## src/rtl/multicycle_control_unit.sv

```systemverilog
// multicycle_control_unit
//   Moore main controller for the multicycle MIPS datapath. Sequences each
//   instruction through FETCH / DECODE / execute / memory / write-back states.
//   Memory accesses wait on a ready handshake. The opcode is latched in DECODE.
//   Unsupported opcodes raise a one-cycle illegal_op pulse. Retired
//   instructions are counted.
//
// Ports
//   clk, rst_n        rising-edge clock, synchronous active-low reset
//   Op                opcode from IR, sampled only in DECODE
//   mem_ready         memory ack for the current read/write access
//   PCWrite .. jump   datapath control strobes/selects (Moore, from state only)
//   illegal_op        one-cycle pulse while in TRAP
//   state             current state code (debug)
//   retired           retired-instruction count, wraps modulo 2^CNT_W
module multicycle_control_unit #(
    parameter int OP_W    = 6,
    parameter int ALUOP_W = 3,
    parameter int CNT_W   = 32
) (
    input  logic               clk,
    input  logic               rst_n,
    input  logic [OP_W-1:0]    Op,
    input  logic               mem_ready,
    output logic               PCWrite,
    output logic               PCWriteCond,
    output logic               IorD,
    output logic               IRWrite,
    output logic               MemToRead,
    output logic               MemToWrite,
    output logic               MemToReg,
    output logic               RegDst,
    output logic               RegWrite,
    output logic               ALUSrcA,
    output logic [1:0]         ALUSrcB,
    output logic [ALUOP_W-1:0] ALUOp,
    output logic [1:0]         PCSource,
    output logic               jump,
    output logic               illegal_op,
    output logic [3:0]         state,
    output logic [CNT_W-1:0]   retired
);

    typedef enum logic [3:0] {
        S_IDLE      = 4'd0,
        S_FETCH     = 4'd1,
        S_DECODE    = 4'd2,
        S_MEM_ADDR  = 4'd3,
        S_MEM_READ  = 4'd4,
        S_MEM_WB    = 4'd5,
        S_MEM_WRITE = 4'd6,
        S_R_EXEC    = 4'd7,
        S_R_WB      = 4'd8,
        S_BRANCH    = 4'd9,
        S_JUMP      = 4'd10,
        S_IMM_EXEC  = 4'd11,
        S_IMM_WB    = 4'd12,
        S_TRAP      = 4'd13
    } state_t;

    localparam logic [OP_W-1:0] OP_RTYPE = OP_W'(6'b000000);
    localparam logic [OP_W-1:0] OP_LW    = OP_W'(6'b100011);
    localparam logic [OP_W-1:0] OP_SW    = OP_W'(6'b101011);
    localparam logic [OP_W-1:0] OP_BEQ   = OP_W'(6'b000100);
    localparam logic [OP_W-1:0] OP_J     = OP_W'(6'b000010);
    localparam logic [OP_W-1:0] OP_ADDI  = OP_W'(6'b001000);

    localparam logic [ALUOP_W-1:0] ALU_ADD  = ALUOP_W'(3'b000);
    localparam logic [ALUOP_W-1:0] ALU_FUNC = ALUOP_W'(3'b001);
    localparam logic [ALUOP_W-1:0] ALU_SUB  = ALUOP_W'(3'b010);

    state_t          cur;
    state_t          nxt;
    logic [OP_W-1:0] op_q;
    logic            retire;

    assign state = cur;

    always_ff @(posedge clk) begin
        if (!rst_n) begin
            cur     <= S_IDLE;
            op_q    <= '0;
            retired <= '0;
        end else begin
            cur <= nxt;
            if (cur == S_DECODE) begin
                op_q <= Op;
            end
            if (retire) begin
                retired <= retired + CNT_W'(1);
            end
        end
    end

    // IRWrite/PCWrite stay asserted for all of FETCH; the datapath qualifies
    // them with mem_ready so the IR and PC load only on the completing cycle.
    always_comb begin
        nxt         = S_IDLE;
        retire      = 1'b0;
        PCWrite     = 1'b0;
        PCWriteCond = 1'b0;
        IorD        = 1'b0;
        IRWrite     = 1'b0;
        MemToRead   = 1'b0;
        MemToWrite  = 1'b0;
        MemToReg    = 1'b0;
        RegDst      = 1'b0;
        RegWrite    = 1'b0;
        ALUSrcA     = 1'b0;
        ALUSrcB     = 2'b00;
        ALUOp       = ALU_ADD;
        PCSource    = 2'b00;
        jump        = 1'b0;
        illegal_op  = 1'b0;

        case (cur)
            S_IDLE: nxt = S_FETCH;
            S_FETCH: begin
                MemToRead = 1'b1;
                IRWrite   = 1'b1;
                PCWrite   = 1'b1;
                ALUSrcB   = 2'b01;
                nxt       = mem_ready ? S_DECODE : S_FETCH;
            end
            S_DECODE: begin
                ALUSrcB = 2'b11;
                case (Op)
                    OP_RTYPE:      nxt = S_R_EXEC;
                    OP_LW, OP_SW:  nxt = S_MEM_ADDR;
                    OP_BEQ:        nxt = S_BRANCH;
                    OP_J:          nxt = S_JUMP;
                    OP_ADDI:       nxt = S_IMM_EXEC;
                    default:       nxt = S_TRAP;
                endcase
            end
            S_MEM_ADDR: begin
                ALUSrcA = 1'b1;
                ALUSrcB = 2'b10;
                nxt     = (op_q == OP_LW) ? S_MEM_READ : S_MEM_WRITE;
            end
            S_MEM_READ: begin
                MemToRead = 1'b1;
                IorD      = 1'b1;
                nxt       = mem_ready ? S_MEM_WB : S_MEM_READ;
            end
            S_MEM_WB: begin
                RegWrite = 1'b1;
                MemToReg = 1'b1;
                nxt      = S_FETCH;
                retire   = 1'b1;
            end
            S_MEM_WRITE: begin
                MemToWrite = 1'b1;
                IorD       = 1'b1;
                nxt        = mem_ready ? S_FETCH : S_MEM_WRITE;
                retire     = mem_ready;
            end
            S_R_EXEC: begin
                ALUSrcA = 1'b1;
                ALUOp   = ALU_FUNC;
                nxt     = S_R_WB;
            end
            S_R_WB: begin
                RegWrite = 1'b1;
                RegDst   = 1'b1;
                nxt      = S_FETCH;
                retire   = 1'b1;
            end
            S_BRANCH: begin
                ALUSrcA     = 1'b1;
                ALUOp       = ALU_SUB;
                PCWriteCond = 1'b1;
                PCSource    = 2'b01;
                nxt         = S_FETCH;
                retire      = 1'b1;
            end
            S_JUMP: begin
                PCWrite  = 1'b1;
                PCSource = 2'b10;
                jump     = 1'b1;
                nxt      = S_FETCH;
                retire   = 1'b1;
            end
            S_IMM_EXEC: begin
                ALUSrcA = 1'b1;
                ALUSrcB = 2'b10;
                nxt     = S_IMM_WB;
            end
            S_IMM_WB: begin
                RegWrite = 1'b1;
                nxt      = S_FETCH;
                retire   = 1'b1;
            end
            S_TRAP: begin
                illegal_op = 1'b1;
                nxt        = S_FETCH;
            end
            // Codes 14-15 fall back to IDLE with every output low.
            default: nxt = S_IDLE;
        endcase
    end

endmodule
```

## config.mk

```make
export PLATFORM = sky130hd
export DESIGN_NAME = multicycle_control_unit
export DESIGN_NICKNAME = d
export VERILOG_FILES = /design/src/rtl/multicycle_control_unit.sv
export SDC_FILE = /design/constraint.sdc
export NUM_CORES = 1
export LEC_CHECK = 0
export BUFFER_PORTS_ARGS = -buffer_cell sky130_fd_sc_hd__buf_2
export CELL_PAD_IN_SITES_DETAIL_PLACEMENT = 0
export CELL_PAD_IN_SITES_GLOBAL_PLACEMENT = 1
export CORE_MARGIN = 8
export CORE_UTILIZATION = 30
export DETAILED_ROUTE_END_ITERATION = 10
export PLACE_DENSITY_LB_ADDON = 0.25
export SETUP_SLACK_MARGIN = 0.4
export SLEW_MARGIN = 20
export SYNTH_ARGS = -nofsm -noshare
export SYNTH_HDL_FRONTEND = slang
export SYNTH_SLANG_ARGS = --single-unit
```

## constraint.sdc

```tcl
create_clock -name clk -period 2.35 [get_ports clk]
set_input_delay 0.235 -clock clk [delete_from_list [all_inputs] [get_ports clk]]
set_output_delay 0.235 -clock clk [all_outputs]
set_load 0.01 [all_outputs]
```

==> impl_metrics.csv, run 1 <==
group,metric,value,unit
clock_tree,clock-root-buffer,"clkbuf_8",
sta,finalSetupViolations,0,
power,powerDensity,565,nW/µm²
yosys,async_flop_share,0,%
yosys,synth_largest_area_cell,"dfxtp_1",
routing,wl_met1,3.04,mm
critical_path,crit_path_start_kind,"flop",
yosys,yosys-top-cells-area,"dfxtp_1 37%, a21oi_1 7.1%, nand2_1 5.8%",
global_routing,grt_usage,12.4,%
yosys,synth-seq-cells,42,
floorplan,fp.dieW,103,µm
yosys,synth_seq_area_share,37.2,%
critical_path,reg2reg_depth,6,
critical_path,critPathLaunch,"retired[13]",
yosys,syn_inst,295,
routing,vias_per_cell,5.04,
clock_tree,clock-sinks,42,
finish,multi_input_area,1360,µm²
yosys,synth_mux_area_share,0,%
yosys,synth-compound-area-share,22.5,%
flow_run,maxCapViolations,0,
finish,seq_area,850,µm²
floorplan,die_area,10600,µm²
finish,antennaDiodeCount,0,
critical_path,crit_buf_inv,1,
global_routing,grt_pass1_vias,2115,
routing,dr_wl_met3,441,µm
yosys,syn_area,2260,µm²
sta,fin_crit_sh,79.1,%
placement,place_hpwl,4.77,mm
worst_hold_path,worstHoldStart,"Op[4]",
yosys,synth.avg_cell_area,7.66,µm²
sta,max-slew-margin-rel,56.9,%
sta,rsz0062_at_grt,"true",
critical_path,reg2reg_slack,0.49,ns
routing,drt_iter0_markers,116,
sta,finalHoldViolations,0,
floorplan,fp-row-count,31,
yosys,yosysTopAreaCellShare,37.2,%
clock_tree,h-tree-depth,2,
floorplan,core_region_area,7290,µm²
critical_path,path_cells,"nand3_1, nor4_2, o2111ai_2, buf_4, or3_1, a21oi_1",
floorplan,initial_core_util,31.0,%
power,ir_drop,0.000208,V
run_status,run_status,"completed",
global_routing,grt_max_degree,37,
placement,place.gp.congestion,0.814,
critical_path,critPathMaxStageDelay,0.43,ns
sta,period_minus_slack,1.86,ns
yosys,synth_flop_cell,"dfxtp_1",
routing,met2WireLength,2.95,mm
routing,routed_wl,6.50,mm
floorplan,ios,64,
clock_tree,cts_made_buffers,5,
routing,drc,0,
yosys,netlist-cell-type-count,43,
yosys,synth_xor_area_share,5.42,%
yosys,yosys.area_share.simple,29.5,%
sta,worst_pin_slew,0.646,ns
yosys,synth_edf_count,0,
critical_path,path_max_fanout,12,
yosys,ys_warn_count,0,
routing,routedWlPerCell,14.1,µm
yosys,synth_fa_ha_area_share,0.553,%
critical_path,cp.depth,6,
worst_hold_path,hold_path_class,"input port to flop",
routing,detailroute.via_count,2318,
sta,max_freq,538,MHz
finish,num-nets-final,370,
clock_tree,clk_latency,0.29,ns
clock_tree,clockBufferDepth,2,
critical_path,crit_end,"retired[31]",
clock_tree,cts_tree,"done",
critical_path,cp_slowest_cell,"dfxtp_1",
sta,clock-skew-final,0.00532,ns
routing,maxUsedRoutingLayer,"met4",
critical_path,rr_startpoint,"retired[13]",
routing,drt_pre_antenna_iters,4,
global_routing,grt_pass1_wl,10.4,mm
finish,filler_cell_count,807,
critical_path,endpoint_kind,"flop",
critical_path,required,2.57,ns
yosys,synth_top_family_by_area,"simple AND/OR/NAND/NOR gates",
finish,area_delta_synth_final,29.0,%
critical_path,reg2reg_to,"retired[31]",
floorplan,dieHeight,103,µm
clock_tree,clk_pin_slew,0.08,ns
sta,drv_slew,0,
critical_path,cpLargestDelayFamily,"simple AND/OR/NAND/NOR gates",
sta,tns,0,ns
power,cellLeakagePower,0.00114,µW
global_routing,antenna_found_initial,0,
sta,worst_slack,0.492,ns
yosys,syn-num-nets,305,
routing,drtAntennaViolNets,0,
global_routing,overflow,0,
critical_path,crit_type,"flop to flop",
critical_path,crit_arrival,2.08,ns
placement,port_buffers,62,
placement,dpl_worst_slack,0.303,ns
finish,drive_gt1_share,29.4,%
[layout by cell type, fill, tap and decap left out, types with 3 or more instances in the layout]
master,Yosys,layout
buf_2,1,62
nand2_1,35,35
dfxtp_1,42,35
a21oi_1,32,32
nor2_1,32,31
o21ai_0,20,20
or3_1,15,14
buf_4,4,11
xor2_1,10,10
nor3_1,9,9
nand3_1,8,8
inv_1,7,7
dfxtp_2,0,7
clkbuf_8,0,6
nand4_1,5,5
o211ai_1,5,5
o2111ai_1,6,5
xnor2_1,4,4
o31ai_1,4,4
or4_1,4,4
nand2b_1,5,3
and3_1,4,3
[registers in the layout, indices dropped and copies added (netlist names)]
name / cells
state: 4
op_q: 6
retired: 32
[worst min-delay path by stage]
stage                     slack (ns)           to  cells past startpoint
after detailed placement        0.45      op_q[2]                      2
after CTS                       0.19      op_q[4]                      3
final                           0.20      op_q[4]                      3
after floorplan                 0.35  retired[13]                      1
after global routing            0.20      op_q[3]                      3
after global placement          0.45      op_q[4]                      2
[kinds of logic (layout without fill, tap and decap cells)]
| family | after synthesis | after routing |
|---|---|---|
| simple gates | 132 | 132 |
| fa+ha+maj | 1 | 1 |
| xor+xnor | 14 | 14 |
| flops | 42 | 42 |
| other cells | 1 | 1 |
| buf+inv | 24 | 90 |
| compound gates | 81 | 81 |
[area by class of cell]
class / instances / share of cell area (%)
clock buffers: 6 / 2.83
clock inverters: 2 / 2.06
inverters: 8 / 1.03
multi-input cells: 229 / 46.5
flip-flops and latches: 42 / 29.1
well taps: 99 / 4.25
repair buffers: 74 / 14.2
[cell usage after synthesis (2+ instances only)]
master and n:
dfxtp_1 42, nand2_1 35, a21oi_1 32, nor2_1 32, o21ai_0 20, or3_1 15, clkbuf_1 11, xor2_1 10
nor3_1 9, nand3_1 8, inv_1 7, o2111ai_1 6, nand2b_1 5, nand4_1 5, o211ai_1 5, and3_1 4
buf_4 4, o31ai_1 4, or4_1 4, xnor2_1 4, nor4_1 3, o21a_1 3, a211oi_1 2, a31oi_1 2
and2_1 2, nand3b_1 2, nor2b_1 2, o2111ai_2 2
[layer usage]
metal / vias to the layer above / GRT usage [%]
li1: 1188 / -
met1: 1067 / 15.9
met2: 55 / 19.9
met3: 8 / 3.17
met4: 0 / 3.67
met5: - / 0
[per-stage QoR]
step	instance area [µm²]	utilization, %	hold WS (ns)	total power, µW	instances
final	2920	40.0	0.205	1650	460
after global routing	2920	40.0	0.202	1740	460
after CTS	2830	38.8	0.190	1670	456
after detailed placement	2670	36.6	0.447	949	447
after global placement	2670	36.6	0.446	949	447
after floorplan	2260	-	0.353	872	295
[tightest hold or removal path, stage by stage]
cell and delay, ns:
buf_2 0.11, nand2_1 0.06, a21oi_1 0.05
[repair_timing]
item	in CTS	in global routing
endpoints found under the setup margin	7	15
buffers inserted	1	4
pin swaps	1	2
gates resized for setup	2	15
hold buffers	0	0
[where the power goes]
part	total [µW]	internal [µW]	switching [µW]
Clock	706	453	253
Sequential	736	724	12.0
Combinational	206	80.5	126
No activity file was read; power rests on OpenSTA's default activity.
==> inputs of run 2 (changes only) <==
Clock period 2.35 ns to 1.5 ns, I/O delays scaled along.
==> impl_metrics.csv, run 2 (synthesized netlist as in run 1, its figures left out) <==
group,metric,value,unit
sta,fin_crit_sh,118,%
placement,port_buffers,62,
routing,vias_per_cell,5.05,
routing,drc,0,
critical_path,crit_buf_inv,1,
clock_tree,clk_pin_slew,0.08,ns
power,swShare,28.7,%
floorplan,dieHeight,103,µm
finish,drive_gt1_share,58.3,%
sta,max_freq,567,MHz
floorplan,die_area,10600,µm²
power,share_comb_of_total_power,28.6,%
floorplan,ios,64,
run_status,run_status,"complete, but fails checks",
global_routing,grt_pass1_wl,12.2,mm
clock_tree,clock-root-buffer,"clkbuf_8",
power,cellLeakagePower,0.00170,µW
critical_path,critPathMaxStageDelay,0.51,ns
routing,routedWlPerCell,15.3,µm
floorplan,initial_core_util,31.0,%
sta,finalSetupViolations,45,
power,ir_drop,0.000291,V
routing,drtAntennaViolNets,0,
sta,worst_slack,-0.265,ns
floorplan,fp-row-count,31,
finish,postLayoutCellArea,4210,µm²
critical_path,cp_slowest_cell,"or4_4",
critical_path,endpoint_kind,"flop",
critical_path,reg2reg_depth,6,
flow_run,maxCapViolations,0,
clock_tree,cts_made_buffers,5,
finish,top_register,"retired",
routing,detailroute.via_count,2760,
global_routing,overflow,0,
routing,routed_wl,8.39,mm
critical_path,cpLargestDelayFamily,"simple AND/OR/NAND/NOR gates",
finish,antennaDiodeCount,0,
critical_path,crit_path_start_kind,"flop",
floorplan,fp.dieW,103,µm
sta,rsz0062_at_grt,"true",
run_status,violations,"negative setup slack",
power,p_int,1850,µW
critical_path,path_cells,"nand3b_1, a21oi_4, buf_6, o2111ai_4, or4_4, a21oi_2",
finish,largest_reg_flops,32,
global_routing,grt_max_degree,26,
placement,placed_area,3180,µm²
power,powerDensity,617,nW/µm²
worst_hold_path,hold_path_class,"input port to flop",
placement,place_hpwl,5.36,mm
placement,dpl_worst_slack,-0.267,ns
sta,finalHoldViolations,0,
global_routing,antenna_found_initial,0,
global_routing,grt_pass1_vias,2616,
floorplan,core_region_area,7290,µm²
power,power.net_switching,746,µW
clock_tree,clockBufferDepth,2,
clock_tree,h-tree-depth,2,
routing,drt_iter0_markers,63,
power,pwr-share-seq,44.2,%
power,clock_power_share,27.2,%
finish,num-nets-final,457,
clock_tree,clock-sinks,42,
critical_path,crit_arrival,1.99,ns
finish,post-route-util,57.8,%
finish,area_delta_synth_final,86.3,%
critical_path,required,1.73,ns
clock_tree,clk_latency,0.29,ns
finish,layout_common_cells,"65 x buf_4, 48 x buf_2, 36 x buf_6, 27 x nand2_1, 23 x nor2_1",
clock_tree,cts_tree,"done",
global_routing,grt_usage,14.3,%
sta,period_minus_slack,1.77,ns
finish,filler_cell_count,649,
sta,drv_slew,0,
critical_path,path_max_fanout,4,
placement,place.gp.congestion,0.780,
finish,layout_commonest_cell,"buf_4",
clock_tree,hold_buffers,0,
sta,clock-skew-final,0.00997,ns
critical_path,cp.depth,6,
routing,drt_pre_antenna_iters,4,
worst_hold_path,min_delay_path_depth,3,
critical_path,crit_type,"flop to flop",
run 2: final timing paths:
path | to | startpoint | slack (ns)
max | retired[26] | state[0] | -0.27
max reg2reg | retired[26] | state[0] | -0.27
min | state[3] | rst_n | 0.15
min reg2reg | op_q[4] | op_q[4] | 0.47
run 2: power groups by stage:
stage	clock network (µW)	registers [µW]	logic, µW
2_1_floorplan	0	1180	214
3_3_place_gp	0	1170	366
3_5_place_dp	0	1170	366
4_1_cts	731	1140	519
5_1_grt	771	1150	780
6_report	707	1150	743
run 2: worst min-delay path, cell delays in order:
cell and delay (ns):
buf_2 0.15, nand2_1 0.07, nor2_1 0.04
run 2: per-stage QoR:
stage	setup TNS, ns	std cells	hold slack (ns)	power [µW]
after floorplan	-1.06	295	0.268	1390
after global placement	-2.95	499	0.443	1530
after detailed placement	-3.58	499	0.445	1530
after CTS	-4.66	522	0.139	2390
after global routing	-9.25	547	0.142	2700
final	-5.78	547	0.149	2600
run 2: final cells by class:
class                           count  area [µm²]  area share, %
Multi-Input combinational cell    231        1780           42.2
Timing Repair Buffer              159        1310           31.1
Sequential cell                    42         891           21.1
Tap cell                           99         124           2.94
Clock buffer                        8        80.1           1.90
Inverter                            8        30.0          0.713
run 2: routing by layer:
metal	vias up	global-route usage [%]	part of all wire (%)
li1	1363	-	-
met2	42	25.0	51
met5	-	0	0
met4	0	3.00	0.68
met1	1349	17.4	45
met3	6	3.24	3.7
run 2: repair_timing:
item,in CTS,in global routing
pin swaps,34,40
resized for setup,66,82
gates cloned,1,2
endpoints found under the hold margin,0,0
setup endpoints to repair,64,69
buffers inserted,14,23
